[config.mk]
export PLATFORM = sky130hd
export DESIGN_NAME = unary_add_n_flat
export DESIGN_NICKNAME = d
export VERILOG_FILES = /design/src/rtl/unary_pkg.sv /design/src/rtl/unary_add_n_if.sv /design/src/rtl/unary_popcount.sv /design/src/rtl/unary_add_n.sv /design/src/flat_wrapper.sv
export SDC_FILE = /design/constraint.sdc
export NUM_CORES = 1
export LEC_CHECK = 0
export CORE_AREA = 2 2 41 43
export CTS_CLUSTER_DIAMETER = 30
export CTS_CLUSTER_SIZE = 12
export DETAILED_ROUTE_END_ITERATION = 7
export DIE_AREA = 0 0 43 45
export PLACE_DENSITY = 0.68
export SETUP_SLACK_MARGIN = 0.3
export SYNTH_ARGS = -nofsm -noshare
export SYNTH_HDL_FRONTEND = slang
export SYNTH_SLANG_ARGS = --single-unit
[constraint.sdc]
create_clock -name clk -period 2.37 [get_ports clk]
set_input_delay 0.3555 -clock clk [delete_from_list [all_inputs] [get_ports clk]]
set_output_delay 0.3555 -clock clk [all_outputs]
set_load 0.03 [all_outputs]
[src/rtl/unary_pkg.sv]
// Shared types and helpers for the unary digit datapath blocks.
package unary_pkg;

  typedef enum logic [1:0] {
    S_ACC,
    S_DRAIN,
    S_DONE
  } state_e;

  // Widest input vector the popcount helper accepts; callers zero-extend.
  localparam int POPCNT_MAX_W = 64;

  function automatic int unsigned popcount(input logic [POPCNT_MAX_W-1:0] v);
    int unsigned n;
    n = 0;
    for (int i = 0; i < POPCNT_MAX_W; i++) begin
      n += int'(v[i]);
    end
    return n;
  endfunction

  // At most one carry per cycle needs NUM_IN <= BASE-1.
  function automatic bit params_legal(input int base, input int num_in);
    return (base >= 2) && (num_in >= 1) && (num_in <= base - 1) &&
           (num_in <= POPCNT_MAX_W);
  endfunction

endpackage

[src/rtl/unary_add_n_if.sv]
// Control/data bundle of one unary digit slice.
interface unary_add_n_if #(
  parameter int BASE   = 5,
  parameter int NUM_IN = 2
);
  localparam int CW = $clog2(BASE);

  logic              en;
  logic              read_or_write;
  logic [NUM_IN-1:0] din;
  logic              cin;
  logic              dout;
  logic              C;
  logic              drain_done;
  logic [CW-1:0]     count_o;

  modport master (
    output en, read_or_write, din, cin,
    input  dout, C, drain_done, count_o
  );

  modport slave (
    input  en, read_or_write, din, cin,
    output dout, C, drain_done, count_o
  );
endinterface

[src/rtl/unary_popcount.sv]
// Combinational ones-count of NUM_IN unary lines, OW bits wide.
module unary_popcount
  import unary_pkg::*;
#(
  parameter int NUM_IN = 2,
  parameter int OW     = 4
) (
  input  logic [NUM_IN-1:0] din_i,
  output logic [OW-1:0]     cnt_o
);

  assign cnt_o = OW'(popcount(POPCNT_MAX_W'(din_i)));

endmodule

[src/rtl/unary_add_n.sv]
// One base-BASE unary digit: accumulates pulses plus carry-in, drains as a pulse train.
module unary_add_n
  import unary_pkg::*;
#(
  parameter int BASE   = 5,
  parameter int NUM_IN = 2
) (
  input logic          clk,
  input logic          rst_n,
  unary_add_n_if.slave bus
);

  localparam int            CW     = $clog2(BASE);
  localparam logic [CW:0]   BASE_W = (CW + 1)'(BASE);
  localparam logic [CW-1:0] ONE    = CW'(1);

  if (!params_legal(BASE, NUM_IN)) begin : g_bad_params
    $error("unary_add_n: illegal BASE/NUM_IN combination");
  end

  state_e        state_q, state_d;
  logic [CW-1:0] count_q, count_d;
  logic          dout_q, dout_d;
  logic          c_q, c_d;
  logic          done_q, done_d;
  logic [CW:0]   pop;
  logic [CW:0]   sum;

  unary_popcount #(
    .NUM_IN(NUM_IN),
    .OW    (CW + 1)
  ) u_popcount (
    .din_i(bus.din),
    .cnt_o(pop)
  );

  // Max sum is 2*BASE-1, which always fits in CW+1 bits.
  assign sum = (CW + 1)'(count_q) + pop + (CW + 1)'(bus.cin);

  always_comb begin
    state_d = state_q;
    count_d = count_q;
    dout_d  = dout_q;
    c_d     = c_q;
    done_d  = done_q;
    if (bus.en) begin
      if (!bus.read_or_write) begin
        // Re-entering accumulate keeps whatever a partial drain left behind.
        state_d = S_ACC;
        dout_d  = 1'b0;
        done_d  = 1'b0;
        if (sum >= BASE_W) begin
          count_d = CW'(sum - BASE_W);
          c_d     = 1'b1;
        end else begin
          count_d = CW'(sum);
          c_d     = 1'b0;
        end
      end else begin
        c_d = 1'b0;
        unique case (state_q)
          S_ACC, S_DRAIN: begin
            if (count_q == '0) begin
              state_d = S_DONE;
              dout_d  = 1'b0;
              done_d  = 1'b1;
            end else begin
              dout_d  = 1'b1;
              count_d = count_q - ONE;
              if (count_q == ONE) begin
                state_d = S_DONE;
                done_d  = 1'b1;
              end else begin
                state_d = S_DRAIN;
                done_d  = 1'b0;
              end
            end
          end
          default: begin
            state_d = S_DONE;
            dout_d  = 1'b0;
            done_d  = 1'b0;
          end
        endcase
      end
    end
  end

  always_ff @(posedge clk) begin
    if (!rst_n) begin
      state_q <= S_ACC;
      count_q <= '0;
      dout_q  <= 1'b0;
      c_q     <= 1'b0;
      done_q  <= 1'b0;
    end else begin
      state_q <= state_d;
      count_q <= count_d;
      dout_q  <= dout_d;
      c_q     <= c_d;
      done_q  <= done_d;
    end
  end

  assign bus.dout       = dout_q;
  assign bus.C          = c_q;
  assign bus.drain_done = done_q;
  assign bus.count_o    = count_q;

endmodule

[src/flat_wrapper.sv]
// flat-port wrapper written by rule: the top's interface ports become plain ports
module unary_add_n_flat import unary_pkg::*;
#(
  parameter int BASE   = 5,
  parameter int NUM_IN = 2
)
  (clk, rst_n, bus_en, bus_read_or_write, bus_din, bus_cin, bus_dout, bus_C, bus_drain_done, bus_count_o);
  unary_add_n_if #(.BASE(BASE), .NUM_IN(NUM_IN)) bus_i ();
  input logic clk;
  input logic rst_n;
  input wire logic [$bits(bus_i.en)-1:0] bus_en;
  input wire logic [$bits(bus_i.read_or_write)-1:0] bus_read_or_write;
  input wire logic [$bits(bus_i.din)-1:0] bus_din;
  input wire logic [$bits(bus_i.cin)-1:0] bus_cin;
  output wire logic [$bits(bus_i.dout)-1:0] bus_dout;
  output wire logic [$bits(bus_i.C)-1:0] bus_C;
  output wire logic [$bits(bus_i.drain_done)-1:0] bus_drain_done;
  output wire logic [$bits(bus_i.count_o)-1:0] bus_count_o;
  assign bus_i.en = bus_en;
  assign bus_i.read_or_write = bus_read_or_write;
  assign bus_i.din = bus_din;
  assign bus_i.cin = bus_cin;
  assign bus_dout = bus_i.dout;
  assign bus_C = bus_i.C;
  assign bus_drain_done = bus_i.drain_done;
  assign bus_count_o = bus_i.count_o;
  unary_add_n #(.BASE(BASE), .NUM_IN(NUM_IN)) u_core (.clk(clk), .rst_n(rst_n), .bus(bus_i));
endmodule
==> results by group <==
Place
  – DPL Wire Length: 1030 µm
  – Post-Place Cells: 104
  – Routability Congestion: ~0.76
  – Input/output buffers: 12

Run status
  – Status: complete, but fails checks
  – Failing checks: negative setup slack

Setup path
  – Worst-path cell chain: fa_1 > ha_2 > inv_2 > fa_2 > ha_4 > nor2b_4 > o211ai_1 > and4_1 > nor3_2
  – R2R Path Start: u_core.bus.count_o[0]$_SDFFE_PN0P_
  – Crit Path Max Fanout: 4
  – Setup crit start: u_core.bus.count_o[0]$_SDFFE_PN0P_
  – CP max stage cell: fa_2
  – CP top delay family: adder cells
  – Worst path bufs/invs: 1
  – Critical path capture point type: flip-flop
  – CP max stage delay: 0.61 ns
  – CP arrival: 2.74 ns
  – Critical path type: flip-flop to flip-flop
  – Critical path required time: between 2 and 3 ns
  – CP startpoint kind: flip-flop

Timing
  – F_max: roughly 390 MHz
  – Min Tclk post-route: 2.56 ns
  – Hold Fails Final Rpt: 0
  – Final Max Slew Viols: 0
  – Worst hold margin: 0.463 ns
  – Rel. slew slack: 75.7%
  – Clock Skew: 0.000450 ns
  – Worst slew pin tran: 0.362 ns
  – Final worst-path setup slack: -0.191 ns
  – Unrepaired setup endpoints after global routing: yes
  – Final setup fails: 4
  – Final period utilization: 108%

CTS
  – CTS root buf: clkbuf_4
  – CTS tree: yes
  – Count of hold-fix buffers inserted at cts: 0
  – Clock transition at path regs: 0.05 ns
  – Worst skew pair latency: 0.25 ns
  – H-tree Lvls: 1
  – CTS max path bufs: 2
  – TritonCTS Sinks: 7
  – Num CTS Buffers: 3

Finish
  – Area Growth Syn to Fin: 39.7%
  – Final Core Density: 56.8%
  – Multi-input gate area: 438 µm²
  – Layout cell share with drive strength beyond 1: 23.4%
  – Register area: around 140 µm²
  – Ant. Diodes: 0
  – Final #Nets: 110
  – Fin cells: 110
  – Filler cell count: 142

Pwr
  – Post-layout power: between 600 and 700 µW
  – Power density over the cells: 814 nW/µm²
  – Leak: 0.359 nW
  – Peak supply drop: 0.384 mV

Routing
  – Detail Route Antenna Nets: 0
  – 1st-iter DRT viols: 9
  – Detailed-route via count: ~570
  – DR DRC count: 0
  – Total routed wirelength: between 1000 and 1500 µm
  – Pre-antenna DRT Iters: 3
  – Vias/cell: between 5 and 6
  – DR WL/cell: 11.5 µm

Yosys
  – Synth unique cells: 31
  – Sequential area share after synthesis: between 20% and 30%
  – Post-Synth XOR/XNOR Area: 0%
  – Cell Area, Synth: about 600 µm²
  – Mapped Cells: 74
  – Syn Nets: 89
  – Number of synthesized register bits: 7
  – Main combinational cell family by area after synthesis: simple AND/OR/NAND/NOR gates
  – Avg Cell Area, Syn: 8.08 µm²
  – Complex-gate fraction of the synthesized area: 22.0%
  – YS warnings: 0
  – Synth Area in Simple Gates: ~23%
  – Synthesized-area fraction occupied by adder cells: 19.2%
  – Multiplexer share of the synthesized area: 1.67%

GRT
  – Initial antenna violation count: 0
  – Global-route wire length before repair: 2300 µm
  – Pin count of the biggest net entering global routing: 11
  – GR Util All Layers: 15.8%
  – GR Overflow Total: 0
  – Number of global-route vias before repair: approximately 550

Die
  – Row count: 14
  – Die Area: a little under 2000 µm²
  – Core area: 1470 µm²
  – Starting Density: 40.6%
  – Chip width: 43 µm
  – Die Ht: 45 µm
  – IO Count: 13

Worst hold path
  – HP Start: u_core.bus.drain_done$_SDFFE_PN0P_
  – Worst hold path class: flip-flop to flip-flop

Run
  – MaxCap Viol Count: 0
final timing paths:
| kind | depth (start not counted) | end | slack, ns |
|---|---|---|---|
| worst max-delay path | 9 | u_core.bus.count_o[1]$_SDFFE_PN0P_ | -0.19 |
| worst min register to register | 2 | u_core.bus.drain_done$_SDFFE_PN0P_ | 0.46 |
| worst max register to register | 9 | u_core.bus.count_o[1]$_SDFFE_PN0P_ | -0.19 |
| worst min-delay path | 2 | u_core.bus.drain_done$_SDFFE_PN0P_ | 0.46 |
cells in the mapped netlist:
master / instances / area share (%)
a21o_1: 1 / 1.3
a21oi_1: 7 / 5.9
a221o_1: 1 / 1.7
a22oi_1: 1 / 1.3
a31oi_1: 1 / 1.0
a32oi_1: 1 / 1.5
a41o_1: 1 / 1.7
and3_1: 2 / 2.1
and4_1: 1 / 1.5
buf_2: 1 / 0.84
buf_4: 1 / 1.3
buf_6: 1 / 1.9
dfxtp_1: 7 / 23
fa_1: 2 / 6.7
ha_1: 6 / 13
inv_1: 9 / 5.6
inv_4: 1 / 1.0
mux2i_1: 1 / 1.7
nand2_1: 5 / 3.1
nand2b_1: 1 / 1.0
nand3_1: 1 / 0.84
nor2_1: 5 / 3.1
nor2b_1: 4 / 4.2
nor3_1: 3 / 2.5
nor3_2: 1 / 1.7
nor4_1: 1 / 1.0
o211ai_1: 2 / 2.5
o21ai_0: 3 / 2.5
o22a_1: 1 / 1.5
o31ai_1: 1 / 1.3
or3_4: 1 / 1.9
cells by family after synthesis:
| logic type | count (synthesis) |
|---|---|
| simple gates | 25 |
| compound gates | 20 |
| flops | 7 |
| buf+inv | 13 |
| mux | 1 |
| fa+ha+maj | 8 |
per-layer routing:
| layer | GRT usage [%] | wire (µm) | vias to the layer above |
|---|---|---|---|
| li1 | - | - | 299 |
| met1 | 20.6 | 626 | 262 |
| met2 | 26.1 | 578 | 12 |
| met3 | 6.00 | 62 | 0 |
| met4 | 1.82 | 0 | 0 |
| met5 | 0 | 0 | - |
stage by stage:
step           instance area (µm²)  TNS [ns]  worst slack (ns)
2_1_floorplan                  614    -0.469            -0.146
4_1_cts                        832    -0.867            -0.243
6_report                       836    -0.685            -0.191
3_5_place_dp                   768     -2.93            -0.776
5_1_grt                        836     -1.09            -0.298
3_3_place_gp                   768     -2.86            -0.762
sequential cells by signal (all words and copies together) (netlist names):
signal                 count
u_core.bus.count_o         3
u_core.bus.C               1
u_core.state_q             1
u_core.bus.dout            1
u_core.bus.drain_done      1
worst register-to-register path, stage by stage (launching register included):
cell and delay, ns:
dfxtp_4 0.34, fa_1 0.49, ha_2 0.19, inv_2 0.04
fa_2 0.61, ha_4 0.16, nor2b_4 0.16, o211ai_1 0.16
and4_1 0.20, nor3_2 0.15
cell type report:
| cell class | count | share of cell area [%] |
|---|---|---|
| inverter | 10 | 4.79 |
| tap | 16 | 2.40 |
| timing repair buffer | 19 | 20.1 |
| clock buffer | 4 | 3.14 |
| multi-input combinational | 54 | 52.4 |
| sequential | 7 | 17.2 |
power by group:
| part | leakage, nW | internal, mW | switching, mW | total (mW) |
|---|---|---|---|---|
| Sequential | 0.0581 | 0.135 | 0.0133 | 0.149 |
| Clock | 0.0150 | 0.0641 | 0.0422 | 0.106 |
| Combinational | 0.286 | 0.211 | 0.214 | 0.426 |
repair_timing:
item                       4_1_cts  5_1_grt
gates resized for setup          6        4
setup endpoints to repair        4        4
hold endpoints to repair         0        0
pin swaps                        9        9
gates cloned                     0        0
buffers inserted                 2        0
placed cells by master, fill, tap and decap left out, types with 3 or more instances in the layout:
| cell | instances |
|---|---|
| a21oi_1 | 7 |
| buf_4 | 7 |
| clkbuf_4 | 3 |
| clkdlybuf4s50_1 | 10 |
| dfxtp_1 | 6 |
| ha_1 | 3 |
| inv_1 | 8 |
| nand2_1 | 5 |
| nor2_1 | 5 |
| nor2b_1 | 3 |
| nor3_1 | 3 |
(Power assumes the default switching activity.)
